**config.mk**
```make
export PLATFORM = sky130hd
export DESIGN_NAME = shift_add_mult
export DESIGN_NICKNAME = d
export VERILOG_FILES = /design/src/rtl/shift_add_mult_pkg.sv /design/src/rtl/shift_add_mult.sv
export SDC_FILE = /design/constraint.sdc
export NUM_CORES = 1
export LEC_CHECK = 0
export ABC_AREA = 1
export BUFFER_PORTS_ARGS = -buffer_cell sky130_fd_sc_hd__buf_2
export CAP_MARGIN = 40
export CELL_PAD_IN_SITES_DETAIL_PLACEMENT = 2
export CELL_PAD_IN_SITES_GLOBAL_PLACEMENT = 2
export CORE_MARGIN = 5
export CORE_UTILIZATION = 35
export CTS_CLUSTER_SIZE = 28
export DETAILED_ROUTE_END_ITERATION = 10
export PLACE_DENSITY = 0.77
export SETUP_SLACK_MARGIN = 0.05
export SLEW_MARGIN = 20
export SYNTH_ARGS = -nofsm -noshare
export SYNTH_HDL_FRONTEND = slang
export SYNTH_SLANG_ARGS = --single-unit
export TNS_END_PERCENT = 30
```
**constraint.sdc**
```tcl
create_clock -name clk -period 2.3 [get_ports clk]
set_input_delay 0.345 -clock clk [delete_from_list [all_inputs] [get_ports clk]]
set_output_delay 0.345 -clock clk [all_outputs]
set_load 0.005 [all_outputs]
```
**src/rtl/shift_add_mult_pkg.sv**
```systemverilog
// Shared definitions for the shift-add multiplier: operand widths, product width,
// rounding constant and the controller state encoding.
package shift_add_mult_pkg;

    localparam int Q_W         = 20;
    localparam int D_W         = 3;
    localparam int FRAC_W      = 10;
    localparam int P_W         = Q_W + D_W;
    localparam int ROUND_CONST = 'h200;

    typedef enum logic [1:0] {
        IDLE = 2'd0,
        LOAD = 2'd1,
        MULT = 2'd2,
        DONE = 2'd3
    } state_t;

endpackage

```
**src/rtl/shift_add_mult.sv**
```systemverilog
// Serial shift-add multiplier: unsigned Q10.10 quotient times a 3-bit integer, one bit per cycle.
// Define SHIFT_ADD_MULT_ROUND_EN to round the Q13.10 product half-up to an integer.
module shift_add_mult
    import shift_add_mult_pkg::*;
#(
    parameter int Q_W    = shift_add_mult_pkg::Q_W,
    parameter int D_W    = shift_add_mult_pkg::D_W,
    parameter int FRAC_W = shift_add_mult_pkg::FRAC_W
) (
    input  logic                 clk,
    input  logic                 rst_n,
    input  logic                 in_valid,
    input  logic [Q_W-1:0]       in_data_1,
    input  logic [D_W-1:0]       in_data_2,
    output logic                 out_valid,
    output logic [Q_W+D_W-1:0]   out_data
);

    localparam int P_W = Q_W + D_W;
    localparam logic [P_W-1:0] ROUND_ADD = P_W'(ROUND_CONST);
    localparam logic [P_W-1:0] KEEP_MASK = ~P_W'((1 << FRAC_W) - 1);

`ifdef SHIFT_ADD_MULT_ROUND_EN
    localparam bit ROUND_EN = 1'b1;
`else
    localparam bit ROUND_EN = 1'b0;
`endif

    state_t          state;
    logic [P_W-1:0]  acc;
    logic [Q_W-1:0]  multiplier;
    logic [P_W-1:0]  multiplicand;
    logic [P_W-1:0]  result;

    // Max product 0x6FFFF9 plus the half-LSB constant still fits in P_W bits.
    always_comb begin
        result = acc;
        if (ROUND_EN) begin
            result = (acc + ROUND_ADD) & KEEP_MASK;
        end
    end

    always_ff @(posedge clk or negedge rst_n) begin
        if (!rst_n) begin
            state        <= IDLE;
            acc          <= '0;
            multiplier   <= '0;
            multiplicand <= '0;
            out_valid    <= 1'b0;
            out_data     <= '0;
        end else begin
            out_valid <= 1'b0;
            out_data  <= '0;
            case (state)
                IDLE: begin
                    if (in_valid) begin
                        state        <= LOAD;
                        multiplier   <= in_data_1;
                        multiplicand <= {{(P_W-D_W){1'b0}}, in_data_2};
                    end
                end
                // Operands are re-captured while in_valid stays high, so the last strobe cycle wins.
                LOAD: begin
                    if (in_valid) begin
                        multiplier   <= in_data_1;
                        multiplicand <= {{(P_W-D_W){1'b0}}, in_data_2};
                    end else begin
                        state <= MULT;
                        acc   <= '0;
                    end
                end
                MULT: begin
                    if (multiplier != '0) begin
                        if (multiplier[0]) begin
                            acc <= acc + multiplicand;
                        end
                        multiplier   <= multiplier >> 1;
                        multiplicand <= multiplicand << 1;
                    end else begin
                        state     <= DONE;
                        out_valid <= 1'b1;
                        out_data  <= result;
                    end
                end
                DONE: begin
                    state <= IDLE;
                end
                default: begin
                    state <= IDLE;
                end
            endcase
        end
    end

endmodule

```
==> reports/summary.md, run 1 <==
The placed instances occupy a cell area of 0.00605 mm2. The logs give 0.0101 ns for the clock tree skew after final layout and 860 for the final layout net count. The floorplan step set the die height to 136 um. After floorplanning, the core was sized to cover 0.0158 mm2.

The logs give 1010 for the number of cells in the design after placement and 0 for the hold violation count in the final report. The repair_antennas step left the layout with diodes totalling 0. For the post-synthesis instance area, the log shows 0.00558 mm2. The fraction of registers with async set or reset after synthesis is 100%. Total area of sequential cells: 0.00230 mm2. The commonest cells after synthesis are nand2_1, inv_1, dfrtp_1.

After global routing the overflow that remains totals 0. The run gives 1 as the cts-stage hold buffer count. STA classifies the critical path startpoint as a flop.

Number of violations of the max-capacitance limit: 0. Footprint of the multi-input gates: 0.00268 mm2. The overall fraction of global-route tracks in use is 20.0%. The global placer's final weighted congestion was 0.876; the actual transition at the worst max-transition pin was 0.543 ns. Data arrives at the worst endpoint at 2.32 ns. For the total via count after detailed routing, the log shows 4967.

The worst setup path is of the reg2reg kind. The filler cell count was 1900. For the count of TritonRoute iterations in the first routing pass, the log shows 4. The area added between synthesis and finish came out at 14.7%. The minimum clock period after layout is 2.03 ns, and the post-detailed-route via-to-cell ratio is 4.83.

The run gives 50 as the top-level I/O count. The Yosys step of the flow raised 0 warnings. The first global-routing pass estimated 29.1 mm of wire. After detailed routing, the total wire length is 17.5 mm.

Entering global routing, the biggest net connects 46 pins. For this configuration, the core starts out at a cell density of 35.4%. For the number of standard cells after synthesis, the log shows 753. The logs give 46 for the number of rows created at floorplan and 492 MHz for the peak clock frequency supported by timing.

Number of clock sinks: 92. In this run, the number of DRC markers left after iteration 0 of detailed routing was 145. The register bit total from synthesis was 92; the insertion delay of the later-clocked pin in the worst-skew pair was 0.36 ns. For the count of buffers added by post-CTS timing repair for setup, the log shows 0. TritonCTS built the clock tree. The tools report the maximum clock insertion buffer count as 2.

Total setup violations reported at the end of the flow: 0. The run finished with clean final reports. Setup repair after global routing left no endpoint under its margin. After detailed routing, the number of remaining DRC violations is 0. In this run the clock root is driven by a clkbuf_16. The total power per unit cell area was 906 mW/mm2; the proportion of layout cells with a drive suffix above 1 was 18.8%. The tools report the number of antenna violations at the first check in global routing as 0. The count of cells in the finished layout, fillers not included, comes to 1028.

Sequential cells were found to cover 41.2% of the synthesized design area. In this run the number of H-tree levels came out at 3. The overall power consumption is 0.00580 W.

The count of final max-slew check failures was 0; the count of instances resized after the clock tree is built was 0. Of all nets on the critical path, the largest fanout is 4. The tools report the endpoint class of the critical path as a flop.

Clock slew at the register clock pins of the worst setup and hold paths: 0.06 ns. The width of the chip is 136 um. The min-delay analysis places its worst path in the category in2reg. The run gives 806 as the post-synth net total. The count of different cell masters after synthesis is 32, and the count of flip-flops with a built-in enable after synthesis is 0. Dividing the final minimum period by the clock period gives 88.3%. At the worst endpoint, the required time is 2.59 ns.

In the synthesized netlist the dominant register cell turns out to be dfrtp_1. Proportion of netlist area held by the largest area contributor: 41.2%. The wire-length estimate of the detail-placed layout is 13.0 mm.

Ranked by total cell area, the synthesized netlist is headed by dfrtp_1, nand2_1, inv_1. The largest total area in the synthesized netlist belongs to dfrtp_1. The detail route stage leaves a number of antenna-violating nets equal to 0.

Headroom to the max-slew limit came out at 63.7%. The number of global-route vias before repair is 5785. The post-synthesis average cell area came out at 7.42 um2.

The summed area of non-filler cells in the final layout was 0.00640 mm2. The static leakage is 3.56 nW, and the routed length per placed instance is 17.0 um. The count of input and output buffers works out to 49.

The most used standard cell by instance count after synthesis is nand2_1. The die covers 0.0186 mm2. Summed over all failing endpoints, the final setup total negative slack is 0 ns.

The total CTS buffers was 9; the worst vdd rail ir drop was 0.000399 V.
==> path summary, 6_finish.rpt <==
check	slack (ns)	cells past startpoint	to	start
min in group asynchronous	0.51	2	multiplicand[11]	rst_n
max	0.27	11	acc[16]	acc[0]
max in group asynchronous	1.15	3	multiplicand[2]	rst_n
min	0.26	3	multiplier[19]	in_data_1[19]
min reg2reg	0.52	2	multiplicand[10]	multiplicand[9]
max reg2reg	0.27	11	acc[16]	acc[0]
==> power by group <==
part / internal [W] / leakage (nW) / total (W) / switching (W)
logic: 0.000675 / 2.17 / 0.00219 / 0.00152
clock network: 0.000904 / 0.152 / 0.00157 / 0.000670
registers: 0.00188 / 1.24 / 0.00203 / 0.000158
total: 0.00345 / 3.56 / 0.00580 / 0.00235
==> sequential cells by signal (all words and copies together) (netlist names) <==
signal	cells
out_data	23
multiplier	20
acc	23
state	2
out_valid	1
multiplicand	23
==> cell usage in the layout (no fill, tap or decap), types with 2 or more instances in the layout <==
cell type / Yosys / layout
clkinv_4: 0 / 2
and2_1: 2 / 2
inv_1: 102 / 102
nor3_1: 3 / 3
o21ai_2: 21 / 21
or2_2: 3 / 3
buf_2: 5 / 48
clkbuf_8: 0 / 2
a21oi_1: 13 / 13
nand2_2: 18 / 18
ha_1: 26 / 26
nand3b_1: 6 / 6
nand4_1: 12 / 12
o211ai_1: 2 / 2
nand3_2: 11 / 11
o21ai_0: 52 / 52
dfrtp_1: 92 / 92
o21ai_1: 3 / 3
buf_4: 2 / 12
clkbuf_16: 0 / 9
nor2_4: 3 / 3
nor2_1: 55 / 55
nand2_1: 258 / 258
or2_0: 2 / 2
inv_2: 16 / 16
xor2_1: 4 / 4
nand3_1: 24 / 24
==> cell families after synthesis <==
kind of cell    count (synthesis)  synth area share (%)
fa+ha+maj                      27                  6.18
buf+inv                       139                  10.7
compound gates                 91                  9.66
xor+xnor                        4                 0.627
simple gates                  400                  31.6
flops                          92                  41.2
==> metal layers <==
layer / wire length (um) / vias up / global-route usage [%]
met5: 0 / - / 0
li1: - / 2429 / -
met3: 384 / 18 / 2.18
met1: 7910 / 2463 / 24.6
met2: 8870 / 57 / 36.6
met4: 280 / 0 / 5.88
==> per-stage QoR <==
stage | util [%] | setup slack, ns | hold slack, ns
2_1_floorplan | - | 0.565 | 0.0494
6_report | 40.6 | 0.269 | 0.256
5_1_grt | 40.6 | 0.110 | 0.259
3_5_place_dp | 38.4 | 0.129 | 0.345
3_3_place_gp | 38.4 | 0.236 | 0.339
4_1_cts | 40.4 | 0.102 | 0.249
==> cell type report <==
class | count | share of cell area (%)
clock buffers | 11 | 3.95
clock inverters | 5 | 0.938
inverters | 119 | 7.01
multi-input cells | 522 | 41.9
flip-flops and latches | 92 | 35.9
well taps | 216 | 4.22
repair buffers | 63 | 6.06
==> worst max-delay path: stages, from the launching register on <==
cell and delay (ns):
dfrtp_1 0.39, ha_1 0.26, fa_1 0.46, nand2_1 0.10
nand2_1 0.09, nand4_1 0.09, nand2_1 0.12, nand2_1 0.14
nand2_1 0.07, nand2_1 0.07, nand3_2 0.09, nand2_1 0.09
(Power assumes the default switching activity.)
==> inputs of run 2 (changes only) <==
Settings changed: CORE_ASPECT_RATIO set to 0.6.
==> run 2 against run 1 <==
Worst setup slack worse by 0.086 ns. Critical endpoint is now acc[12]. Clock skew is 0.0032 ns lower. Utilization increased by 0.29 points. Via count up 2.4%. First-iteration DRC count grew 50%.
==> reports/summary.md, run 2 (synthesis results as in run 1) <==
The run gives 0.00602 mm2 (was 0.00605 mm2) as the post-detailed-placement cell area. The number of rows created at floorplan came out at 35 (was 46). The area added between synthesis and finish works out to 13.6% (was 14.7%).

The count of TritonRoute iterations in the first routing pass came out at 4 (unchanged). The tools report the nature of the critical path startpoint as a flop (unchanged). The aggregate negative setup slack was 0 ns (unchanged); the routed length per placed instance was 18.5 um (was 17.0 um).

Setup repair after global routing could not meet its margin everywhere. The half-perimeter wire length of the detailed placement result is 14.3 mm (was 13.0 mm). The maximum number of pins on one net before global-route repair was 46 (unchanged).

Largest regs: acc x23, multiplicand x23, out_data x23 (unchanged). The maximum clock insertion buffer count was 2 (unchanged); the relative slew slack was 64.3% (was 63.7%). TritonCTS built the clock tree. The area of the core is 0.0155 mm2 (was 0.0158 mm2).

The top-level I/O count is 50 (unchanged). The global placer's final weighted congestion came out at 0.827 (was 0.876). Cell type group with the largest total delay on the critical path: simple AND/OR/NAND/NOR gates (unchanged). Number of clock sinks: 92 (unchanged).

The tools report the root buffer cell as clkbuf_16 (unchanged). The endpoint class of the critical path is a flop (unchanged). The tools report the total via count after detailed routing as 5087 (was 4967). The standard cell with the maximum stage delay on the critical path was fa_2 (was fa_1). The width of the chip is 173 um (was 136 um), and the post-detailed-route via-to-cell ratio is 5.02 (was 4.83).

Highest-count cells in the layout ignoring fill and taps: nand2_1, inv_1, dfrtp_1 (unchanged). The critical path buffer and inverter count was 0 (unchanged). Total wire length: 18.7 mm (was 17.5 mm).

The period utilization came out at 92.0% (was 88.3%). Count of buffers added by post-CTS timing repair for setup: 0 (unchanged). The overall fraction of global-route tracks in use was 21.0% (was 20.0%); the insertion delay of the later-clocked pin in the worst-skew pair was 0.35 ns (was 0.36 ns). The run gives 36.0% (was 35.4%) as the effective utilization at floorplan. The type of the tightest min-delay check is in2reg (unchanged). The required time of the worst setup path came out at 2.59 ns (about the same). The highest cell delay on the worst timing path is 0.43 ns (was 0.46 ns), and the peak fanout along the critical path is 4 (unchanged). The tools report the final layout net count as 859 (was 860).

The number of global-route vias before repair came out at 5623 (was 5785). The number of violations of the max-capacitance limit is 0 (unchanged). The commonest non-fill, non-tap cell in the layout is nand2_1 (unchanged). For the peak clock frequency supported by timing, the log shows 472 MHz (was 492 MHz). The tools report the total CTS buffers as 9 (unchanged).

The minimum clock period after layout works out to 2.12 ns (was 2.03 ns). The logs give 31.1 mm (was 29.1 mm) for the first-pass GRT wire length and 0 (unchanged) for the number of DRC violations after detailed routing. For the summed area of non-filler cells in the final layout, the log shows 0.00634 mm2 (was 0.00640 mm2). The run gives 2.40 ns (was 2.32 ns) as the arrival time of data at the critical path endpoint. The worst hold slack after final layout came out at 0.249 ns (was 0.256 ns). The run finished with clean final reports.

Worst vdd rail ir drop: 0.000404 V (was 0.000399 V). Total setup violations reported at the end of the flow: 0 (unchanged). Worst-path cell chain: ha_1 > fa_2 > nand2_1 > nand2_1 > nand4_1 > nand2_1 > nand2_1 > nand2_1 > nand2_1 > nand3_2 > nand2_1 (was ha_1 > fa_1 > nand2_1 > nand2_1 > nand4_1 > nand2_1 > nand2_1 > nand2_1 > nand2_1 > nand3_2 > nand2_1). The total power per unit cell area works out to 900 mW/mm2 (was 906 mW/mm2).

The proportion of layout cells with a drive suffix above 1 is 18.7% (was 18.8%), and the number of antenna violations at the first check in global routing is 0 (unchanged). Category of the critical setup timing path: reg2reg (unchanged). The clock tree skew after final layout came out at 0.00698 ns (was 0.0101 ns). The tools report the number of inserted diodes as 0 (unchanged). The run gives 0 (unchanged) as the total congestion overflow after global routing.

The vertical die dimension works out to 108 um (was 136 um). The actual transition at the worst max-transition pin came out at 0.532 ns (was 0.543 ns). The maximum level of the CTS H-tree was 3 (unchanged). The die area was 0.0187 mm2 (was 0.0186 mm2); the count of final max-slew check failures was 0 (unchanged). The tools report the initial DRC count as 217 (was 145). Static leakage: 3.53 nW (was 3.56 nW). The cell with the most instances on the worst path was nand2_1 (unchanged). The tools report the antenna violation net count after detailed routing as 0 (unchanged). The clock slew at the register clock pins of the worst setup and hold paths was 0.07 ns (was 0.06 ns); the hold violation count in the final report was 0 (unchanged).

Count of input and output buffers: 49 (unchanged).
run 2: worst paths after layout:
check | endpoint | slack (ns) | cells past startpoint | start
worst min-delay path | multiplier[19] | 0.25 | 3 | in_data_1[19]
worst min register to register | multiplicand[15] | 0.52 | 2 | multiplicand[14]
min in group asynchronous | multiplier[11] | 0.44 | 2 | rst_n
worst max register to register | acc[12] | 0.18 | 11 | multiplicand[0]
worst max-delay path | acc[12] | 0.18 | 11 | multiplicand[0]
max in group asynchronous | acc[9] | 1.13 | 3 | rst_n
run 2: cell type report:
class	instances	area, um2
clock buffers	11	243
flip-flops and latches	92	2300
fillers	1926	9160
clock inverters	5	42.5
multi-input cells	523	2690
inverters	119	452
repair buffers	61	357
well taps	203	254
run 2: repair_timing:
| item | CTS | global route |
|---|---|---|
| hold buffers | 1 | 0 |
| hold endpoints to repair | 20 | 0 |
| pin swaps | 1 | 0 |
| endpoints found under the setup margin | 1 | 28 |
| resized for setup | 0 | 3 |
| gates cloned | 1 | 0 |
run 2: report_power, final:
group          leakage (nW)  switching, W  internal (W)
clock                 0.137      0.000709      0.000779
sequential             1.24      0.000163       0.00187
combinational          2.15       0.00153      0.000653
total                  3.53       0.00240       0.00331
run 2: through the flow:
| stage | utilization (%) | setup slack, ns | total power, W | std cells |
|---|---|---|---|---|
| after global routing | 40.9 | 0.0184 | 0.00608 | 1014 |
| after CTS | 40.8 | 0.0810 | 0.00576 | 1013 |
| after floorplan | - | 0.565 | 0.00362 | 753 |
| after global placement | 38.9 | 0.180 | 0.00409 | 995 |
| final | 40.9 | 0.183 | 0.00571 | 1014 |
| after detailed placement | 38.9 | 0.0927 | 0.00423 | 995 |
run 2: worst min-delay path, delay by kind of cell:
kind / cells / cell delay, ns
compound gates: 1 / 0.06
simple gates: 1 / 0.08
buf+inv: 1 / 0.08
run 2: layer usage:
metal  track usage (%)  vias to the layer above  wire [um]  part of all wire, %
li1                  -                     2439          -                    -
met1              32.3                     2576      10200                   55
met2              31.4                       64       7740                   41
met3              3.33                        8        625                  3.3
met4              3.30                        0        107                 0.57
met5                 0                        -          0                    0
